## config.mk

```make
export PLATFORM = sky130hd
export DESIGN_NAME = btn_conditioner
export DESIGN_NICKNAME = d
export VERILOG_FILES = /design/src/rtl/game_pkg.sv /design/src/rtl/btn_channel.sv /design/src/rtl/btn_conditioner.sv
export SDC_FILE = /design/constraint.sdc
export NUM_CORES = 1
export LEC_CHECK = 0
export BUFFER_PORTS_ARGS = -buffer_cell sky130_fd_sc_hd__buf_4
export CORE_MARGIN = 4
export CORE_UTILIZATION = 50
export CTS_CLUSTER_SIZE = 8
export DETAILED_ROUTE_END_ITERATION = 8
export GPL_TIMING_DRIVEN = 0
export HOLD_SLACK_MARGIN = 0.12
export PLACE_DENSITY = 0.74
export SLEW_MARGIN = 0
export SYNTH_ARGS = -nofsm -noshare
export SYNTH_HDL_FRONTEND = slang
export SYNTH_SLANG_ARGS = --single-unit
```

## constraint.sdc

```tcl
create_clock -name Clk100Mhz -period 3.4 [get_ports Clk100Mhz]
set_input_delay 0.17 -clock Clk100Mhz [delete_from_list [all_inputs] [get_ports Clk100Mhz]]
set_output_delay 0.17 -clock Clk100Mhz [all_outputs]
set_load 0.02 [all_outputs]
```

## src/rtl/game_pkg.sv

```systemverilog
// Shared definitions for the countdown-timer game front end:
// press FSM states, button indices and default timing constants.
package game_pkg;

    // Press FSM states, one FSM per button channel
    typedef enum logic [1:0] {
        IDLE   = 2'd0,
        HELD   = 2'd1,
        REPEAT = 2'd2
    } press_state_t;

    // Bit positions of each button in the {S,U,D} level vector
    localparam int unsigned BTN_S = 2;
    localparam int unsigned BTN_U = 1;
    localparam int unsigned BTN_D = 0;

    // Default timing at 100 MHz: 10 ms debounce, 500 ms first repeat, 100 ms repeat rate
    localparam int unsigned DEF_DEBOUNCE_CYCLES = 1_000_000;
    localparam int unsigned DEF_REPEAT_DELAY    = 50_000_000;
    localparam int unsigned DEF_REPEAT_RATE     = 10_000_000;

    // Bits needed to hold the values 0..n, never less than one bit
    function automatic int unsigned cnt_width(input int unsigned n);
        int unsigned w;
        w = $clog2(n + 1);
        return (w < 1) ? 1 : w;
    endfunction

endpackage

```

## src/rtl/btn_channel.sv

```systemverilog
// One pushbutton channel: 2-FF synchroniser, debounce counter producing a
// stable level, and a press FSM that requests single-cycle pulses on a new
// press and (optionally) on auto-repeat while held. The pulse request is
// combinational; the parent registers it together with its masking.
module btn_channel
    import game_pkg::*;
#(
    parameter int unsigned DEBOUNCE_CYCLES = DEF_DEBOUNCE_CYCLES,
    parameter int unsigned REPEAT_DELAY    = DEF_REPEAT_DELAY,
    parameter int unsigned REPEAT_RATE     = DEF_REPEAT_RATE,
    parameter bit          REPEAT_EN       = 1'b1
) (
    input  logic i_clk,
    input  logic i_rst_n,
    input  logic i_btn,
    output logic o_level,
    output logic o_pulse_req
);

    localparam int unsigned DW       = cnt_width(DEBOUNCE_CYCLES);
    localparam int unsigned HOLD_MAX = (REPEAT_DELAY > REPEAT_RATE) ? REPEAT_DELAY : REPEAT_RATE;
    localparam int unsigned HW       = cnt_width(HOLD_MAX);

    localparam logic [DW-1:0] DB_LIMIT   = DW'(DEBOUNCE_CYCLES);
    localparam logic [HW-1:0] DELAY_FIRE = HW'(REPEAT_DELAY - 1);
    localparam logic [HW-1:0] DELAY_SAT  = HW'(REPEAT_DELAY);
    localparam logic [HW-1:0] RATE_FIRE  = HW'(REPEAT_RATE - 1);

    logic          r_sync1;
    logic          r_sync2;
    logic          r_stable;
    logic [DW-1:0] r_db_cnt;

    press_state_t  r_state;
    press_state_t  w_state_nxt;
    logic [HW-1:0] r_hold_cnt;
    logic [HW-1:0] w_hold_nxt;
    logic          w_pulse;

    // Two-flop synchroniser for the asynchronous raw button
    always_ff @(posedge i_clk or negedge i_rst_n) begin
        if (!i_rst_n) begin
            r_sync1 <= 1'b0;
            r_sync2 <= 1'b0;
        end else begin
            r_sync1 <= i_btn;
            r_sync2 <= r_sync1;
        end
    end

    // Debounce: accept a new level only after it has differed from the stable
    // level on DEBOUNCE_CYCLES+1 consecutive edges (counter reaches the limit,
    // then the next differing edge commits), so any shorter glitch is ignored.
    always_ff @(posedge i_clk or negedge i_rst_n) begin
        if (!i_rst_n) begin
            r_stable <= 1'b0;
            r_db_cnt <= '0;
        end else if (r_sync2 == r_stable) begin
            r_db_cnt <= '0;
        end else if (r_db_cnt >= DB_LIMIT) begin
            r_stable <= r_sync2;
            r_db_cnt <= '0;
        end else begin
            r_db_cnt <= r_db_cnt + DW'(1);
        end
    end

    // Press FSM next-state: pulse on press, then after REPEAT_DELAY, then every
    // REPEAT_RATE; any fall of the stable level returns to IDLE silently.
    // The hold counter counts up from zero and fires on the cycle before the
    // target count, which lands the pulse exactly on the target cycle.
    always_comb begin
        w_state_nxt = r_state;
        w_hold_nxt  = r_hold_cnt;
        w_pulse     = 1'b0;
        if (!r_stable) begin
            w_state_nxt = IDLE;
            w_hold_nxt  = '0;
        end else begin
            case (r_state)
                IDLE: begin
                    w_state_nxt = HELD;
                    w_hold_nxt  = '0;
                    w_pulse     = 1'b1;
                end
                HELD: begin
                    if (REPEAT_EN && (r_hold_cnt >= DELAY_FIRE)) begin
                        w_state_nxt = REPEAT;
                        w_hold_nxt  = '0;
                        w_pulse     = 1'b1;
                    end else if (r_hold_cnt < DELAY_SAT) begin
                        w_hold_nxt = r_hold_cnt + HW'(1);
                    end
                end
                REPEAT: begin
                    if (r_hold_cnt >= RATE_FIRE) begin
                        w_hold_nxt = '0;
                        w_pulse    = 1'b1;
                    end else begin
                        w_hold_nxt = r_hold_cnt + HW'(1);
                    end
                end
                default: begin
                    w_state_nxt = IDLE;
                    w_hold_nxt  = '0;
                end
            endcase
        end
    end

    // Press FSM state and hold counter registers
    always_ff @(posedge i_clk or negedge i_rst_n) begin
        if (!i_rst_n) begin
            r_state    <= IDLE;
            r_hold_cnt <= '0;
        end else begin
            r_state    <= w_state_nxt;
            r_hold_cnt <= w_hold_nxt;
        end
    end

    assign o_level     = r_stable;
    assign o_pulse_req = w_pulse;

endmodule

```

## src/rtl/btn_conditioner.sv

```systemverilog
// Pushbutton front end for the countdown-timer game: three conditioned
// channels (start without repeat, up/down with auto-repeat) and registered
// pulse outputs with up/down suppressed while both are held.
module btn_conditioner
    import game_pkg::*;
#(
    parameter int unsigned DEBOUNCE_CYCLES = DEF_DEBOUNCE_CYCLES,
    parameter int unsigned REPEAT_DELAY    = DEF_REPEAT_DELAY,
    parameter int unsigned REPEAT_RATE     = DEF_REPEAT_RATE
) (
    input  logic       Clk100Mhz,
    input  logic       rst_n,
    input  logic       btnS,
    input  logic       btnU,
    input  logic       btnD,
    output logic       start_pulse,
    output logic       up_pulse,
    output logic       down_pulse,
    output logic [2:0] btn_level
);

    logic [2:0] w_level;
    logic [2:0] w_req;
    logic       w_conflict;

    logic       r_start;
    logic       r_up;
    logic       r_down;

    btn_channel #(
        .DEBOUNCE_CYCLES (DEBOUNCE_CYCLES),
        .REPEAT_DELAY    (REPEAT_DELAY),
        .REPEAT_RATE     (REPEAT_RATE),
        .REPEAT_EN       (1'b0)
    ) u_chan_s (
        .i_clk       (Clk100Mhz),
        .i_rst_n     (rst_n),
        .i_btn       (btnS),
        .o_level     (w_level[BTN_S]),
        .o_pulse_req (w_req[BTN_S])
    );

    btn_channel #(
        .DEBOUNCE_CYCLES (DEBOUNCE_CYCLES),
        .REPEAT_DELAY    (REPEAT_DELAY),
        .REPEAT_RATE     (REPEAT_RATE),
        .REPEAT_EN       (1'b1)
    ) u_chan_u (
        .i_clk       (Clk100Mhz),
        .i_rst_n     (rst_n),
        .i_btn       (btnU),
        .o_level     (w_level[BTN_U]),
        .o_pulse_req (w_req[BTN_U])
    );

    btn_channel #(
        .DEBOUNCE_CYCLES (DEBOUNCE_CYCLES),
        .REPEAT_DELAY    (REPEAT_DELAY),
        .REPEAT_RATE     (REPEAT_RATE),
        .REPEAT_EN       (1'b1)
    ) u_chan_d (
        .i_clk       (Clk100Mhz),
        .i_rst_n     (rst_n),
        .i_btn       (btnD),
        .o_level     (w_level[BTN_D]),
        .o_pulse_req (w_req[BTN_D])
    );

    // Up and down together is ambiguous; the FSMs keep running underneath
    assign w_conflict = w_level[BTN_U] & w_level[BTN_D];

    // Registered pulse outputs with the up/down conflict mask applied
    always_ff @(posedge Clk100Mhz or negedge rst_n) begin
        if (!rst_n) begin
            r_start <= 1'b0;
            r_up    <= 1'b0;
            r_down  <= 1'b0;
        end else begin
            r_start <= w_req[BTN_S];
            r_up    <= w_req[BTN_U] & ~w_conflict;
            r_down  <= w_req[BTN_D] & ~w_conflict;
        end
    end

    assign start_pulse = r_start;
    assign up_pulse    = r_up;
    assign down_pulse  = r_down;
    assign btn_level   = w_level;

endmodule

```

Word-level counts from Yosys, hierarchy flattened
Index checks and enable logic that the tools add are counted.
{ "word_totals": {"ff_bits": 156, "input_bits": 5, "output_inout_bits": 6} }
{ "op_classes": {"add_sub_neg": 6, "magnitude_cmp": 11, "eq_ne": 17, "mux": 39, "bitwise_logic": 7, "reduce_logical": 9} }
{ "op_table": {"columns": ["cell", "n"], "rows": [
  ["26-bit 2-to-1 mux", 11],
  ["26-bit one-hot mux with 2 select lines", 3],
  ["20-bit 2-to-1 mux", 6],
  ["26-bit by 1-bit adder with 26-bit output, second input constant", 3],
  ["26-bit by 24-bit >= comparator with 1-bit output, second input constant", 3],
  ["26-bit < comparator, second input constant", 3],
  ["20-bit by 1-bit adder with 20-bit output, second input constant", 3],
  ["20-bit >= comparator, second input constant", 3],
  ["26-bit >= comparator, second input constant", 2],
  ["2-bit one-hot mux with 3 select lines", 2],
  ["2-bit 2-to-1 mux", 5],
  ["2-bit AND reduction", 5],
  ["3-bit inequality test, second input constant", 3],
  ["1-bit 2-to-1 mux", 8],
  ["4-bit inequality test, second input constant", 2],
  ["2-bit by 1-bit == test with 1-bit output, second input constant", 3],
  ["2-bit == test, second input constant", 3],
  ["2-bit zero test", 3],
  ["2-bit inequality test, second input constant", 3],
  ["1-bit one-hot mux with 3 select lines", 2],
  ["1-bit NOT", 4],
  ["2-bit one-hot mux with 2 select lines", 1],
  ["1-bit bitwise AND", 3],
  ["1-bit == test", 3],
  ["2 further kinds", 2]
]} }

Logic depth before layout (Yosys ltp)
{ "logic_depth": {"depth_word": 5, "ltp_mapped": 9, "ltp_nobuf": 7} }

By module
A second synthesis with hierarchy kept.
{ "unflattened": {"hier_cells": 698, "hier_area_um2": 7231.9} }
{ "modules_own_cells": {"columns": ["module", "instances", "cells_per_inst", "area_each_um2", "seq_area_each_um2"], "rows": [
  ["btn_channel at u_chan_d ...", 2, 288, 2966.6, 1276.2],
  ["btn_channel at u_chan_s", 1, 117, 1208.7, 600.6],
  ["btn_conditioner", 1, 5, 90.1, 75.1]
]} }

Worst setup path after synthesis
OpenSTA, ideal clock, no wires.
{ "synth_path": {"path_type": "register to register", "from": "reg u_chan_d.r_hold_cnt[0]", "to": "reg u_chan_d.r_hold_cnt[11]", "setup_time_ns": 0.072, "arrival_ns": 1.774, "required_ns": 3.328, "setup_slack_ns": 1.555, "stages_incl_launch_ff": 10, "n_path_buf": 2, "period_less_slack_ns": 1.845, "cell_sequence": "dfrtp_1 > ha_1 > nand2_1 > o21ai_0 > o2111ai_1 > nand4_1 > o22a_1 > buf_2 > buf_2 > nor2_1"} }
{ "synth_between": {"elab_chain_len": 5, "word_cells_on_any_way": 10, "cone_classes": "1 x add/sub; 3 x order compare; 1 x eq/ne; 5 x mux"} }
{ "synth_rtl": {"columns": ["element", "line_no", "rtl"], "rows": [
  ["start: declaration", "btn_channel.sv:36", "logic [HW-1:0] r_hold_cnt;"],
  ["start signal: assignment", "btn_channel.sv:118", "r_hold_cnt <= w_hold_nxt;"],
  ["26-bit by 1-bit adder with 26-bit output", "btn_channel.sv:92, btn_channel.sv:100", null],
  ["26-bit 2-to-1 mux", "btn_channel.sv:91", "end else if (r_hold_cnt < DELAY_SAT) begin"],
  ["26-bit 2-to-1 mux", "btn_channel.sv:87", "if (REPEAT_EN && (r_hold_cnt >= DELAY_FIRE)) begin"],
  ["26-bit one-hot mux with 2 select lines", "btn_channel.sv:80", "case (r_state)"],
  ["26-bit 2-to-1 mux", "btn_channel.sv:76", "if (!r_stable) begin"]
]} }
Parallel ways exist; a longest one is shown, timed or not. The select of a mux whose other input is x is not followed.
A chain may end at the register's enable or synchronous reset.

Worst setup path after layout
{ "layout_path": {"from": "reg u_chan_d.r_hold_cnt[0]", "to": "reg u_chan_d.r_hold_cnt[21]"} }
Same word-level chain as after synthesis.

==> impl_metrics.json <==
{
  "run_status": "complete, no violations",
  "die-area_mm2": 0.0149,
  "tightest_slew_ns": 0.695,
  "yosysWarningCount": 0,
  "totalPowerFinal_mw": 3.28,
  "fin_skew_ns": 0.0100,
  "ys_seq_area_share_pct": 49.5,
  "cp-end-kind": "register",
  "switchingPower_mw": 0.660,
  "p_seq_share_pct": 47.6,
  "final_util_pct": 58.4,
  "drc": 0,
  "multiInputGateArea_mm2": 0.00307,
  "fin_crit_ns": 2.31,
  "synth_top_family_by_area": "simple AND/OR/NAND/NOR gates",
  "rsz0062_at_grt": "false",
  "dr.pass1.iters": 5,
  "cap_violations": 0,
  "synth_xor_area_share_pct": 13.3,
  "fin_crit_sh_pct": 67.9,
  "gp_congestion": 0.852,
  "first_iter_violations": 383,
  "syn2layout_area_growth_pct": 13.5,
  "start_kind": "register",
  "placed_cell_area_mm2": 0.00684,
  "clkLatencyLatePin_ns": 0.42,
  "setup_viol": 0,
  "synth_edf_count": 0,
  "grt_first_pass_wirelength_um": 21100,
  "fin_nets": 731,
  "antenna_found_initial": 0,
  "grt_util_all_layers_pct": 17.5,
  "synth_top_area_share_pct": 49.5,
  "ant_nets": 0,
  "die_h_um": 122,
  "synth_area_leaders": "dfrtp_1 (50%), xor2_1 (8.5%), nor2_1 (8.0%)",
  "final_cell_mix": "nor2_1 (139), dfrtp_1 (129), xor2_1 (63), nand3_1 (51), nand2_1 (50)",
  "hpwlAfterDp_um": 8060,
  "p_leak_nw": 3.22,
  "pwr-share-comb_pct": 2.3,
  "final_cells": 886,
  "arrival_ns": 2.60,
  "worstSetupPathType": "reg2reg",
  "core-area_mm2": 0.0127,
  "initial_core_util_pct": 51.5,
  "vias_per_cell": 5.35,
  "syn-num-nets": 697,
  "routedWlPerCell_um": 13.6,
  "final_layout_size_suffix_gt1_share_pct": 8.54,
  "cp_max_fo": 10,
  "power.internal_mw": 2.62,
  "yosysTopAreaCell": "dfrtp_1",
  "p_clk_share_pct": 50.2,
  "syn_area_per_cell_um2": 9.68,
  "via_count": 4741,
  "n_antenna_cell": 0,
  "yosys-mux-area-fraction_pct": 0.518,
  "hp-class": "in2async",
  "layout_commonest_cell": "nor2_1",
  "syn_inst": 674,
  "root_buffer": "clkbuf_16",
  "fmax_mhz": 433,
  "hold_viol": 0,
  "wl_um": 12000,
  "synth-adder-area-share_pct": 3.45,
  "synth-main-ff-cell": "dfrtp_1",
  "grt_pass1_vias": 4690,
  "final.setup.tns_ns": 0,
  "num-fill-cells": 1078,
  "synth-simple-area-share_pct": 25.0,
  "cp.required_ns": 3.69,
  "synth-compound-area-share_pct": 4.72,
  "tritoncts": "built",
  "clock_sinks": 129,
  "synth_area_mm2": 0.00652,
  "grt_max_degree": 100,
  "p_sw_share_pct": 20.1,
  "numCtsBuffers": 17,
  "async_reset_ff_share_pct": 100,
  "die_x_um": 122,
  "relSlewSlack_pct": 53.2,
  "clockBufferDepth": 2,
  "ys_types": 54,
  "seq_area_mm2": 0.00323,
  "h-tree-depth": 4,
  "irDropWorstVdd_mv": 0.424,
  "finalMaxSlewViolations": 0,
  "rows": 41,
  "overflow": 0,
  "dpl.cell_count": 857,
  "power_density_mw_per_mm2": 443,
  "io_buffers": 10,
  "ys_seq_elements": 129,
  "path_clk_slew_ns": 0.05,
  "io_pins": 11,
  "design_area_mm2": 0.00740
}
cell usage after synthesis (4+ instances only):
library cell,number
buf_4,6
nor4_1,9
xor2_1,63
nor3_1,9
nand4_1,20
inv_1,24
and4_1,5
nand2_1,50
nor2_1,139
nand3_1,51
clkbuf_1,14
o31ai_1,4
dfrtp_1,129
xnor2_1,36
ha_1,18
a21oi_1,11
and3_1,18
o21ai_0,12
buf_2,4
flip-flops by register name, summed over array words and instances, names as in the netlist, 2 cells and up:
register / cells
u_chan_d.r_hold_cnt: 26
u_chan_d.r_db_cnt: 20
u_chan_s.r_db_cnt: 20
u_chan_u.r_db_cnt: 20
u_chan_u.r_hold_cnt: 26
u_chan_u.r_state: 2
u_chan_d.r_state: 2
power groups by stage:
stage | Combinational (mW) | Clock [mW] | Sequential (mW)
after floorplan | 0.0272 | 0 | 1.59
after global placement | 0.0651 | 0 | 1.59
after detailed placement | 0.0735 | 0 | 1.59
after CTS | 0.0781 | 1.69 | 1.56
after global routing | 0.0880 | 1.75 | 1.56
final | 0.0741 | 1.65 | 1.56
final timing paths:
kind                                                       end                               start  slack (ns)  cells after the start
setup / recovery           u_chan_d.r_hold_cnt[21]$_DFFE_PN0P_  u_chan_d.r_hold_cnt[0]$_DFFE_PN0P_        1.09                      9
hold / removal                 u_chan_s.r_state[0]$_DFFE_PN0P_                               rst_n        0.21                      2
setup reg to reg           u_chan_d.r_hold_cnt[21]$_DFFE_PN0P_  u_chan_d.r_hold_cnt[0]$_DFFE_PN0P_        1.09                      9
hold reg to reg                     u_chan_s.r_sync2$_DFF_PN0_          u_chan_s.r_sync1$_DFF_PN0_        0.35                      0
max in group asynchronous  u_chan_d.r_hold_cnt[20]$_DFFE_PN0P_                               rst_n        2.40                      3
min in group Clk100Mhz              u_chan_s.r_sync2$_DFF_PN0_          u_chan_s.r_sync1$_DFF_PN0_        0.35                      0
worst max-delay path, stage by stage (launching register included):
cell	delay [ns]
dfrtp_1	0.41
ha_1	0.26
nand2_1	0.09
o21ai_0	0.32
nand4_1	0.14
a22oi_1	0.27
o22a_1	0.17
buf_2	0.21
buf_2	0.26
nor2_1	0.07
layer usage:
metal	part of all wire [%]	GRT usage (%)	vias to the layer above	routed length [um]
met5	0	0	-	0
met4	1.4	6.09	0	166
met3	3.4	5.25	18	407
met2	50	29.0	67	6000
met1	45	22.0	2330	5450
li1	-	-	2326	-
logic make-up after synthesis:
| kind of cell | after synthesis |
|---|---|
| flops | 129 |
| simple gates | 328 |
| xor+xnor | 99 |
| buf+inv | 50 |
| mux | 3 |
| compound gates | 47 |
| fa+ha+maj | 18 |
metrics by stage:
stage	hold slack [ns]	setup slack (ns)
after detailed placement	0.0709	1.08
after floorplan	-0.126	1.55
final	0.206	1.09
after global routing	0.225	0.890
after CTS	0.201	1.05
after global placement	0.280	1.12
layout make-up:
type / instances / share of cell area (%)
flip-flops and latches: 129 / 43.6
multi-input cells: 495 / 41.4
clock buffers: 24 / 6.64
well taps: 172 / 2.91
repair buffers: 15 / 1.98
plain buffers: 26 / 1.84
inverters: 24 / 1.22
clock inverters: 1 / 0.406
timing repair:
action                     in CTS  in global routing
setup buffers                   0                  0
hold buffers                    4                  0
resized for setup               0                  0
setup endpoints to repair       0                  0
hold endpoints to repair      132                  0
No activity file was read; power rests on OpenSTA's default activity.
